[config.mk]
export PLATFORM = sky130hd
export DESIGN_NAME = param_decoder_scan
export DESIGN_NICKNAME = d
export VERILOG_FILES = /design/src/rtl/param_decoder_scan.sv
export SDC_FILE = /design/constraint.sdc
export NUM_CORES = 1
export LEC_CHECK = 0
export ABC_AREA = 1
export ABC_CLOCK_PERIOD_IN_PS = 3500
export BUFFER_PORTS_ARGS = -buffer_cell sky130_fd_sc_hd__buf_2
export CAP_MARGIN = 20
export CORE_MARGIN = 1
export CORE_UTILIZATION = 33
export CTS_BUF_LIST = sky130_fd_sc_hd__clkbuf_4 sky130_fd_sc_hd__clkbuf_8
export DETAILED_ROUTE_END_ITERATION = 16
export HOLD_SLACK_MARGIN = 0.06
export PLACE_DENSITY = 0.65
export REMOVE_ABC_BUFFERS = 1
export SETUP_SLACK_MARGIN = 0.3
export SLEW_MARGIN = 20
export SYNTH_ARGS = -nofsm -noshare
export SYNTH_HDL_FRONTEND = slang
export SYNTH_SLANG_ARGS = --single-unit
[constraint.sdc]
create_clock -name clk -period 3.5 [get_ports clk]
set_clock_uncertainty 0.15 [all_clocks]
set_input_delay 0.7 -clock clk [delete_from_list [all_inputs] [get_ports clk]]
set_output_delay 0.7 -clock clk [all_outputs]
set_load 0.02 [all_outputs]
[src/rtl/param_decoder_scan.sv]
`default_nettype none
// ============================================================================
// Module      : param_decoder_scan
// Description : Registered N-to-2^N decoder with polarity select, enable and
//               an autonomous one-hot/one-cold scan mode with programmable dwell.
// Revision    : 1.0 - initial release
// ============================================================================
module param_decoder_scan #(
    parameter int IN_W       = 3,
    parameter int ACTIVE_LOW = 0,
    parameter int HOLD_CYC   = 4
) (
    input  logic                    clk,
    input  logic                    rst_n,
    input  logic                    en,
    input  logic                    mode,
    input  logic                    sel_valid,
    input  logic [IN_W-1:0]         sel,
    output logic [(1 << IN_W)-1:0]  dec_out,
    output logic [IN_W-1:0]         cur_idx,
    output logic                    wrap,
    output logic                    busy
);

    localparam int OUT_W = 1 << IN_W;
    localparam int CNT_W = (HOLD_CYC > 1) ? $clog2(HOLD_CYC) : 1;

    localparam logic             c_AL         = (ACTIVE_LOW != 0);
    localparam logic [OUT_W-1:0] c_INACT      = {OUT_W{c_AL}};
    localparam logic [CNT_W-1:0] c_DWELL_LAST = CNT_W'(HOLD_CYC - 1);

    localparam logic [1:0] c_ST_IDLE   = 2'd0;
    localparam logic [1:0] c_ST_DIRECT = 2'd1;
    localparam logic [1:0] c_ST_SCAN   = 2'd2;

    logic [1:0]       r_state;
    logic [CNT_W-1:0] r_dwell;
    logic [IN_W-1:0]  r_cur_idx;
    logic [OUT_W-1:0] r_dec;
    logic             r_wrap;
    logic             r_busy;

    logic [1:0]       w_state_nxt;
    logic [CNT_W-1:0] w_dwell_nxt;
    logic [IN_W-1:0]  w_idx_nxt;
    logic [OUT_W-1:0] w_dec_nxt;
    logic             w_wrap_nxt;
    logic             w_busy_nxt;
    logic [IN_W-1:0]  w_idx_inc;
    logic             w_dwell_done;

    function automatic logic [OUT_W-1:0] f_active(input logic [IN_W-1:0] idx);
        logic [OUT_W-1:0] v;
        v      = c_INACT;
        v[idx] = ~c_AL;
        return v;
    endfunction

    assign w_idx_inc    = r_cur_idx + 1'b1;
    assign w_dwell_done = (r_dwell == c_DWELL_LAST);

    always_ff @(posedge clk) begin
        if (!rst_n) begin
            r_state   <= c_ST_IDLE;
            r_dwell   <= '0;
            r_cur_idx <= '0;
            r_dec     <= c_INACT;
            r_wrap    <= 1'b0;
            r_busy    <= 1'b0;
        end else begin
            r_state   <= w_state_nxt;
            r_dwell   <= w_dwell_nxt;
            r_cur_idx <= w_idx_nxt;
            r_dec     <= w_dec_nxt;
            r_wrap    <= w_wrap_nxt;
            r_busy    <= w_busy_nxt;
        end
    end

    always_comb begin
        w_state_nxt = r_state;
        if (!en) begin
            w_state_nxt = c_ST_IDLE;
        end else if (mode) begin
            w_state_nxt = c_ST_SCAN;
        end else begin
            w_state_nxt = c_ST_DIRECT;
        end
    end

    // Values computed here are what the registers present one cycle later.
    always_comb begin
        w_dwell_nxt = '0;
        w_idx_nxt   = r_cur_idx;
        w_dec_nxt   = r_dec;
        w_wrap_nxt  = 1'b0;
        w_busy_nxt  = 1'b0;
        case (w_state_nxt)
            c_ST_IDLE: begin
                w_dec_nxt = c_INACT;
            end
            c_ST_DIRECT: begin
                if (sel_valid) begin
                    w_idx_nxt = sel;
                    w_dec_nxt = f_active(sel);
                end
            end
            c_ST_SCAN: begin
                w_busy_nxt = 1'b1;
                if (r_state != c_ST_SCAN) begin
                    w_idx_nxt = '0;
                    w_dec_nxt = f_active('0);
                end else if (w_dwell_done) begin
                    w_idx_nxt  = w_idx_inc;
                    w_dec_nxt  = f_active(w_idx_inc);
                    w_wrap_nxt = (r_cur_idx == {IN_W{1'b1}});
                end else begin
                    w_dwell_nxt = r_dwell + 1'b1;
                end
            end
            default: begin
                w_dec_nxt = c_INACT;
            end
        endcase
    end

    assign dec_out = r_dec;
    assign cur_idx = r_cur_idx;
    assign wrap    = r_wrap;
    assign busy    = r_busy;

endmodule
`default_nettype wire
Yosys cells after proc, flatten, opt, wreduce, memory -nomap -nowiden
Cells that the tools add are included.

Add/subtract/negate cells: 2. Magnitude comparators: 4. Equality and inequality tests: 7. Muxes and demuxes: 15. Bitwise logic cells: 3. Reductions and logical operators: 7.

Operators with widths (number): 2-to-1 mux 8 bit (3); case mux 8 bit (2 select lines) (1); 2-to-1 mux 3 bit (3); less-than comparator 3 x 4 -> 1 bit (second input constant) (2); OR reduction 4 bit (2); demux 1 bit (select 3 bit) (2); >= comparator 3 x 1 -> 1 bit (second input constant) (2); case mux 3 bit (2 select lines) (1); == test 2 bit (second input constant) (2); 2-to-1 mux 2 bit (2); inequality test 2 bit (second input constant) (2); adder 3 x 1 -> 3 bit (second input constant) (1); == test 3 bit (second input constant) (1); 2-to-1 mux 1 bit (3); inequality test 3 bit (second input constant) (1); NOT 1 bit (3); AND reduction 3 bit (1); adder 2 x 1 -> 2 bit (second input constant) (1); == test 2 x 1 -> 1 bit (second input constant) (1); logical AND 1 bit (2); AND reduction 2 bit (1); nonzero test 2 bit (1).

Register bits: 17. Input bits: 8. Output and inout bits: 13.

Longest topological paths before layout
Gate-level depths: netlist of the first run.

Word-level depth: 8. Depth in mapped cells: 8.

Worst setup path before layout of the first run
Ideal clock, no wire load.

Path kind: register to register. Start point: register r_cur_idx[0], in the netlist cur_idx[0]. End point: register r_dec[4], in the netlist dec_out[4]. Setup time: 0.066 ns. Arrival time: 1.359 ns. Setup slack: 1.925 ns. Cell stages (with the launch flop): 9. Path buffers: 0. Clock period less this slack: 1.575 ns. Path through: dfxtp_1 ha_1 ha_1 inv_1 nor2_1 nand3_1 nand2_1 nand2_1 a21oi_2.

Longest elaborated chain between the ends: 8. Elaborated cells between the ends (all ways): 9. Classes of those cells: add/sub (1); order compare (2); mux (5); reduce/logical (1).

Ends and longest elaborated chain: from (decl) (RTL line 38) `logic [IN_W-1:0] r_cur_idx;`; from (signal assigned) (RTL line 73) `r_cur_idx <= w_idx_nxt;`; adder 3 x 1 -> 3 bit * (RTL line 59) `assign w_idx_inc = r_cur_idx + 1'b1;`; less-than comparator 3 x 4 -> 1 bit (not written as such) or >= comparator 3 x 1 -> 1 bit (tied branches) (RTL line 55) `v[idx] = ~c_AL;`; logical AND 1 bit (not written as such) (RTL line 55); 2-to-1 mux 1 bit (not written as such) (RTL line 55); demux 1 bit (select 3 bit) * (RTL line 55); 2-to-1 mux 8 bit * (RTL line 113) `end else if (w_dwell_done) begin`; 2-to-1 mux 8 bit * (RTL line 110) `if (r_state != c_ST_SCAN) begin`; case mux 8 bit (2 select lines) * (RTL line 98) `case (w_state_nxt)`; to (signal assigned) (RTL line 67) `r_dec <= c_INACT;`; to (signal assigned) (RTL line 74) `r_dec <= w_dec_nxt;`; to (decl) (RTL line 39) `logic [OUT_W-1:0] r_dec;`.

Mark *: on every way between the ends. The rest lies on a longest branch, timed or not. The select of a mux whose other input is x is not followed. A chain may end at the register's enable or synchronous reset.

Worst setup path in the final report of the first run
Start point: register r_cur_idx[0], in the netlist cur_idx[0]. End point: output cur_idx[0].

RTL lines: to (decl) (RTL line 20) `output logic [IN_W-1:0] cur_idx,`.

No word-level cell between the ends.

==> results by stage, run 1 <==
Outcome:
- The run finished with clean final reports.

Finish:
- The area of the multi-input gates is approximately 530 um2.
- The antenna diode instance count is 0.
- The fill cell total of the finished layout is 271.
- The final layout contains around 170 nets.
- The cell area after layout is between 1000 and 1500 um2.
- The sequential cell area is approximately 320 um2.
- The fraction of final layout cells sized beyond drive strength 1 is between 30% and 40%.
- Compared with the post-synthesis result, the final layout area differs by 18.4%.

Clock network:
- The TritonCTS clock tree is yes.
- Buffers inserted during clock tree synthesis total 3.
- The tree is rooted in a clkbuf_4.
- The number of hold buffers added after CTS is 0.
- The worst-skew pair later-pin latency is roughly 0.29 ns.
- Clock-pin slew was measured on the worst setup and hold paths at around 0.090 ns.
- The maximum count of clock buffers along a single path is 2.
- The TritonCTS sink count is 16.
- In this run the number of H-tree levels came out at 1.
- The post-CTS resize count is 0.
- After clock tree synthesis, the setup repair step added 0 buffers.

Synth:
- Averaged over all synthesized cells, the footprint is roughly 7 um2.
- The cell count after synthesis is between 100 and 150.
- After synthesis the netlist holds a flip-flop and latch count of 16.
- Sequential cells were found to cover a little over a third of the synthesized design area.
- The count of different cell masters after synthesis is 20.
- Summing every instance area after synthesis gives a little over 900 um2.
- Yosys printed 0 warnings.

Critical path:
- In this run the number of cells on the critical path is 1.
- For this run, the slowest stage of the critical path takes approximately 0.39 ns.
- The peak fanout along the critical path is 4.
- The path type of the worst setup path is reg2out.
- The worst setup path is launched from a flip-flop.
- The endpoint arrival time on the critical path is approximately 0.88 ns.
- For the worst setup path, the data required time is 2.65 ns.
- The family with the most delay on the worst path is flip-flops.
- The worst setup path is captured at an output port.
- The path depth of the worst reg2reg path is 8.
- The source of the worst register-to-register timing path is cur_idx[0]$_SDFFE_PN0P_.
- Walking the worst path, the cells encountered are buf_2.
- The combined buffer and inverter count along the critical path is 1.
- The start point of the critical path is cur_idx[0]$_SDFFE_PN0P_.
- The library cell contributing the largest single delay on the critical path is dfxtp_1.

Pwr:
- The switching part of the total is 29.3%.
- The total power divided by cell area is between 300 and 400 nW/um2.
- The clock network accounts for around a third of the total power.
- Summed over all nets, the switching power comes to roughly 0.00011 W.
- The part of the total power dissipated in combinational logic is a little under a fifth.
- In this run, flip-flops and latches consume between 40% and 50% of the power.
- VDD sags by at most 0.167 mV.
- The leakage power is between 0.5 and 0.6 nW.
- The internal power summed over all cells is approximately 0.00027 W.
- The final total power is between 0.0003 and 0.0004 W.

STA:
- The final hold violation count is 0.
- The count of final setup violators is 0.
- The final hold slack is 0.290 ns.
- The final worst slack is ~1.8 ns.
- The maximum clock frequency is between 500 and 600 MHz.
- Setup repair after global routing left no endpoint under its margin.
- Summed over all failing endpoints, the final setup total negative slack is 0 ns.
- The period utilization is around 49%.
- The headroom to the max-slew limit is approximately 64%.
- The final max-slew violation count came to 0.
- Counting I/O delays and the setup requirement, the final critical path takes approximately 1.7 ns.
- The actual transition at the worst max-transition pin is roughly 0.53 ns.

Die:
- The die outline width is around 55 um.
- The initial cell density of the core is approximately 36%.
- The core region is 2540 um2.
- The die span in y is 54.7 um.
- The die footprint is 2990 um2.
- The number of top-level pins is 21.
- Row generation in the floorplan step produced 18 rows.

Detailed routing:
- Using the TritonRoute via totals, the vias-per-cell ratio works out to 4.81.
- The DRC violation total after the first TritonRoute iteration is 18.
- The remaining routing DRC violations is 0.
- For this run, the detailed router's first-pass iteration total came to 4.
- The overall via count from detail_route is 881.
- Once detail routing completed, the nets flagged for antenna violations numbered 0.
- The total detailed-routing wirelength is around 1900 um.
- The final routed wire length divided by cell count is approximately 10 um.

GRT:
- The first global-routing pass estimated between 2000 and 3000 um of wire.
- The total overflow reported by the global router is 0.
- The initial antenna violation count is 0.
- The pin count of the biggest net entering global routing is 14.
- The number of global-route vias before repair came to between 700 and 800.
- The total global-route track usage is between 10 and 15%.

Hold path:
- The class of the tightest hold or removal check is reg2reg.
- In this run the most critical hold path is launched from r_dwell[0]$_SDFF_PP0_.
- The worst hold path cell count is 1.

Place:
- The worst setup slack before clock tree synthesis is roughly 1.7 ns.
- The placed instances occupy a cell area of about 1000 um2.
- The final estimated routing congestion in global placement is 0.871.
- Buffers placed on the I/O ports in this run total 20.
- The wire-length estimate of the detail-placed layout is 1520 um.

Run:
- The number of violations of the max-capacitance limit is 0.
-- metrics by stage --
| stage | cells | util [%] |
|---|---|---|
| detailed placement | 179 | 41.2 |
| CTS | 183 | 42.6 |
| finish | 183 | 42.6 |
| floorplan | 129 | - |
| global placement | 179 | 41.2 |
| global route | 183 | 42.6 |
-- power by group through the flow --
stage               combinational [W]  clock, W  sequential (W)
floorplan                   0.0000433         0        0.000202
global placement            0.0000695         0        0.000196
detailed placement          0.0000705         0        0.000196
CTS                         0.0000709  0.000130        0.000191
global route                0.0000802  0.000135        0.000192
finish                      0.0000711  0.000124        0.000191
-- synthesized netlist by cell type --
cell / count / area, um2
nor2_1: 16 / 60.1
o21ai_0: 1 / 5.00
nand2_4: 3 / 33.8
buf_2: 1 / 5.00
nand4_1: 2 / 12.5
nand2_2: 1 / 6.26
o22ai_1: 2 / 12.5
ha_1: 3 / 37.5
o21ai_2: 1 / 8.76
nor2_2: 4 / 25.0
nor2_8: 1 / 20.0
a21oi_2: 8 / 70.1
inv_2: 3 / 11.3
nand3_1: 11 / 55.1
inv_1: 14 / 52.6
nand2_1: 39 / 146
nor3_1: 2 / 10.0
a21oi_4: 1 / 16.3
nor3b_1: 1 / 7.51
dfxtp_1: 16 / 320
-- cell type report --
class / instances / share of cell area (%)
multi-input combinational: 96 / 48.6
sequential: 16 / 29.5
timing repair buffer: 20 / 9.23
inverter: 17 / 5.88
tap: 30 / 3.46
clock buffer: 4 / 3.34
-- cells in the final DEF, fill, tap and decap left out, types with 2 or more instances in the layout --
cell type	instances
inv_1	14
a21oi_2	8
nand4_1	2
nand3_1	11
nor2_1	16
buf_2	20
nor2_2	4
nand2_1	39
o22ai_1	2
dfxtp_1	16
ha_1	3
inv_2	3
nand2_4	3
clkbuf_4	3
nor3_1	2
-- path summary, 6_finish.rpt --
check                       endpoint  slack [ns]
max                       cur_idx[0]        1.77
min reg2reg    r_dwell[0]$_SDFF_PP0_        0.29
max reg2reg  dec_out[4]$_SDFFE_PN0P_        1.88
min            r_dwell[0]$_SDFF_PP0_        0.29
-- sequential cells by signal, indices dropped and copies added (netlist names) --
name     cells
wrap         1
r_dwell      2
r_state      2
cur_idx      3
dec_out      8
-- kinds of logic (layout without fill, tap and decap cells) --
logic type	after synthesis	in the layout	share of synthesized area, %
AOI/OAI and AO/OA	13	13	12.3
adders and majority gates	3	3	4.10
buffers and inverters	18	41	7.51
DFF	16	16	35.0
and+or+nand+nor	80	80	41.1
-- layer usage --
layer	up-vias	routed length (um)	global-route usage, %	share of wire (%)
li1	456	-	-	-
met1	399	875	17.2	47
met2	19	830	21.1	45
met3	7	88	2.78	4.7
met4	0	68	11.1	3.7
met5	-	0	0	0
-- worst reg2reg max path: cells and delay by family (launching register included) --
kind | cells | cell delay (ns)
buffers and inverters | 1 | 0.07
AOI/OAI and AO/OA | 1 | 0.11
DFF | 1 | 0.35
and+or+nand+nor | 4 | 0.36
adders and majority gates | 2 | 0.53
Power figures use the tool's default switching activity.
==> inputs of run 2 (changes only) <==
--- a/config.mk
+++ b/config.mk
@@ -5,8 +5,8 @@
 export SDC_FILE = /design/constraint.sdc
 export NUM_CORES = 1
 export LEC_CHECK = 0
-export ABC_AREA = 1
-export ABC_CLOCK_PERIOD_IN_PS = 3500
+export ABC_AREA = 0
+export ABC_CLOCK_PERIOD_IN_PS = 1800
 export BUFFER_PORTS_ARGS = -buffer_cell sky130_fd_sc_hd__buf_2
 export CAP_MARGIN = 20
 export CORE_MARGIN = 1
@@ -14,7 +14,7 @@
 export CTS_BUF_LIST = sky130_fd_sc_hd__clkbuf_4 sky130_fd_sc_hd__clkbuf_8
 export DETAILED_ROUTE_END_ITERATION = 16
 export HOLD_SLACK_MARGIN = 0.06
-export PLACE_DENSITY = 0.65
+export PLACE_DENSITY = 0.66
 export REMOVE_ABC_BUFFERS = 1
 export SETUP_SLACK_MARGIN = 0.3
 export SLEW_MARGIN = 20
==> constraint.sdc (replaced) <==
create_clock -name clk -period 1.8 [get_ports clk]
set_clock_uncertainty 0.15 [all_clocks]
set_input_delay 0.36 -clock clk [delete_from_list [all_inputs] [get_ports clk]]
set_output_delay 0.36 -clock clk [all_outputs]
set_load 0.02 [all_outputs]
==> run 2 against run 1 <==
Compared with the run above:
- sequential cell count unchanged
- critical path depth increased by 4
- first-iteration DRC count increased by 28%
- count of clock-buffer cells in the layout decreased by 1
- via count decreased by 5.3%
- non-clock buffer count increased by 6
- register-to-register slack got worse by 1.7 ns
- routed wire length increased by 18%
- final area increased by 2.5%
==> results by stage, run 2 <==
Outcome:
- The flow ran to the end, and the final reports show no timing, DRC or antenna violations.

Critical path:
- The nature of the critical path startpoint is a flip-flop.
- The endpoint arrival time on the critical path is ~1.7 ns.
- In this run the register-to-register setup slack is 0.22 ns.
- The required arrival time at the worst endpoint is ~1.9 ns.
- The peak fanout along the critical path is 6.
- The category of the worst setup path capture point is a flip-flop.
- The worst register-to-register path has a depth of 5.
- In this run the critical register-to-register path is captured at dec_out[0]$_SDFFE_PN0P_.
- The worst register-to-register path begins at cur_idx[0]$_SDFFE_PN0P_.
- The critical path is of the reg2reg type.

Place:
- The final estimated routing congestion in global placement is around 0.89.
- The detailed placement HPWL is between 1500 and 2000 um.
- The count of buffers added on input and output ports is 20.
- In this run the cell area measured after placement is about 1000 um2.
- The worst setup slack before clock tree synthesis is about 0.06 ns.

Finish:
- The fraction of final layout cells sized beyond drive strength 1 is between 40 and 50%.
- The top cell types in the final layout, fill and taps aside, are buf_2, dfxtp_1, nor3_1, buf_4, nand2_1.
- Leaving out fill and tap cells, the most frequent cell in the layout is buf_2.
- The number of antenna diodes in the final layout is 0.
- Compared with the post-synthesis result, the final layout area differs by 28.1%.
- The final-stage net count is approximately 130.
- The number of flip-flops in the largest register is 8.
- After routing the design area is approximately 1100 um2.

Die:
- The die footprint is about 2800 um2.
- The region available for standard cell placement spans 2480 um2.
- The number of top-level pins is 21.
- The die span in y is between 50 and 60 um.
- The die outline width is between 50 and 60 um.
- For this configuration, the core starts out at a cell density of about a third.
- The total number of placement rows is 18.

STA:
- The headroom to the max-slew limit is around 76%.
- The final worst slack is approximately 0.22 ns.
- For the pin with the worst max-slew slack, the measured transition is 0.364 ns.
- Derived from the worst setup path, the maximum achievable clock frequency is ~630 MHz.
- Setup violations remaining at the end of the flow were counted as 0.
- The final critical-path required period is around 1.6 ns.
- The final hold violation count is 0.
- The final max-slew violation count is 0.
- The final critical path takes up 87.9% of the cycle.
- Setup repair after global routing could not meet its margin everywhere.

GRT:
- The pin count of the biggest net entering global routing is 11.
- The fraction of met1 tracks used by global routing is between 20% and 30%.
- The number of global-route vias before repair is 771.
- The total overflow reported by the global router is 0.
- The initial antenna violation count is 0.
- The busiest layer in global routing is met2.
- Global routing consumed, on the met2 layer, 27.3% of the routing resources.
- Global routing used roughly 17% of the available tracks across all layers.
- The first-pass GRT wire length is between 3000 and 4000 um.
- The met3 track utilization from global routing is ~3.7%.

Pwr:
- In this run the power density over the cells is about 660 nW/um2.
- The maximum ir drop on the vdd rail is about 0.34 mV.
- Summed over all cells, the static leakage comes to 0.442 nW.

Detailed routing:
- The number of routed nets with antenna violations is 0.
- The first-pass detailed-route iteration total is 5.
- The final routed wire length divided by cell count is between 15 and 20 um.
- The DRC violation total after the first TritonRoute iteration is 23.
- The overall via count from detail_route is approximately 830.
- For this run, design rule violations remaining after detail routing come to 0.
- The ratio of routed vias to standard cells is approximately 5.9.
- The final layout contains routed wiring with a total length of between 2000 and 2500 um.

Synth:
- The average cell area after synthesis is just under 10 um2.
- The number of flip-flops and latches in the synthesized netlist is 16.
- The top flip-flop cell by instance count after synthesis is dfxtp_1.
- The area share of the leading cell type in the synthesized netlist is a little under two fifths.
- Sequential cells were found to cover a little under two fifths of the synthesized design area.
- In the synthesized netlist, the number of instances is 88.
- dfxtp_1 takes more of the synthesized area than any other cell.
- In the post-synthesis netlist, the biggest area contributors are dfxtp_1, a32o_1, ha_1.
- For this run, asynchronously set or reset flops after synthesis account for 0%.
- The synthesized netlist contains 33 unique library cells.
- The synthesized netlist occupies a cell area of ~870 um2.
- The Yosys step of the flow raised 0 warnings.
- The leading cell type by number of instances after synthesis is dfxtp_1.
- The synthesized design contains 0 enable-type register cells.
- By count the netlist is led by dfxtp_1, nor3_1, nand2_1.

Clock network:
- No sink is reached through more buffers than the 2 on the longest clock path.
- The clock input transition at the sequential cells of the worst setup and hold paths is ~0.090 ns.
- CTS placed an instance of clkbuf_4 at the clock tree root.
- In this run the number of H-tree levels came out at 1.
- The worst-skew pair later-pin latency is approximately 0.29 ns.
- The TritonCTS clock tree is yes.
- Hold repair after CTS inserted 0 buffers.
- The number of buffers added by the clock tree synthesis step is 3.
- For this design, the sink count on the clock tree is 16.

Hold path:
- The hold path startpoint is mode.
- The worst hold path cell count is 2.
- In this run the worst hold path is classified as in2reg.
- The worst hold path terminates at r_state[0]$_SDFF_PN0_.

Run:
- Across the run, the number of max-cap violations was 0.
run 2: worst max-delay path by stage:
stage | start | endpoint | slack, ns
after floorplan | cur_idx[0]$_SDFFE_PN0P_ | dec_out[0]$_SDFFE_PN0P_ | -0.04
after global placement | cur_idx[0]$_SDFFE_PN0P_ | dec_out[1]$_SDFFE_PN0P_ | 0.10
after CTS | cur_idx[0]$_SDFFE_PN0P_ | dec_out[0]$_SDFFE_PN0P_ | 0.19
after detailed placement | cur_idx[1]$_SDFFE_PN0P_ | dec_out[0]$_SDFFE_PN0P_ | 0.06
final | cur_idx[0]$_SDFFE_PN0P_ | dec_out[0]$_SDFFE_PN0P_ | 0.22
after global routing | cur_idx[0]$_SDFFE_PN0P_ | dec_out[0]$_SDFFE_PN0P_ | 0.15
run 2: worst max-delay path, cell delays in order (launching register included):
cell     delay (ns)
dfxtp_2        0.35
ha_4           0.16
ha_4           0.24
or3b_1         0.35
a31oi_1        0.14
o311a_1        0.15
run 2: cell type report:
cell class              instances  area [um2]
fillers                       259        1370
multi-input cells              63         561
flip-flops and latches         16         325
repair buffers                 26         151
well taps                      30        37.5
clock buffers                   3        22.5
inverters                       4        15.0
run 2: power breakdown:
part / leakage (nW) / switching [W] / internal, W / total (W)
sequential: 0.132 / 0.0000106 / 0.000367 / 0.000377
clock: 0.0138 / 0.000114 / 0.0000779 / 0.000192
combinational: 0.297 / 0.0000956 / 0.0000741 / 0.000170
total: 0.442 / 0.000220 / 0.000519 / 0.000739
run 2: logic make-up after synthesis:
group                    Yosys count  synth area share (%)
AND/OR/NAND/NOR                   31                  23.3
adder cells (fa/ha/maj)            3                  4.32
buffers and inverters              9                  6.34
flip-flops                        16                  36.9
AO/OA/AOI/OAI                     29                  29.1
run 2: stage by stage:
| step | hold slack, ns | instances | total power [W] | TNS (ns) | utilization, % |
|---|---|---|---|---|---|
| 2_1_floorplan | 0.257 | 83 | 0.000470 | -0.0623 | - |
| 3_3_place_gp | 0.265 | 137 | 0.000521 | 0 | 40.2 |
| 3_5_place_dp | 0.279 | 137 | 0.000524 | 0 | 40.2 |
| 4_1_cts | 0.213 | 142 | 0.000734 | 0 | 44.3 |
| 5_1_grt | 0.235 | 142 | 0.000778 | 0 | 44.9 |
| 6_report | 0.230 | 142 | 0.000739 | 0 | 44.9 |
run 2: repair_timing:
| action | CTS | global route |
|---|---|---|
| setup buffers | 2 | 0 |
| pin swaps | 8 | 4 |
| resized for setup | 12 | 4 |
| endpoints found under the setup margin | 11 | 12 |
| hold endpoints to repair | 0 | 0 |
run 2: layer usage:
metal	vias to the layer above	share of wire, %
met4	0	1.5
met3	5	5.2
li1	402	-
met5	-	0
met1	402	48
met2	25	45
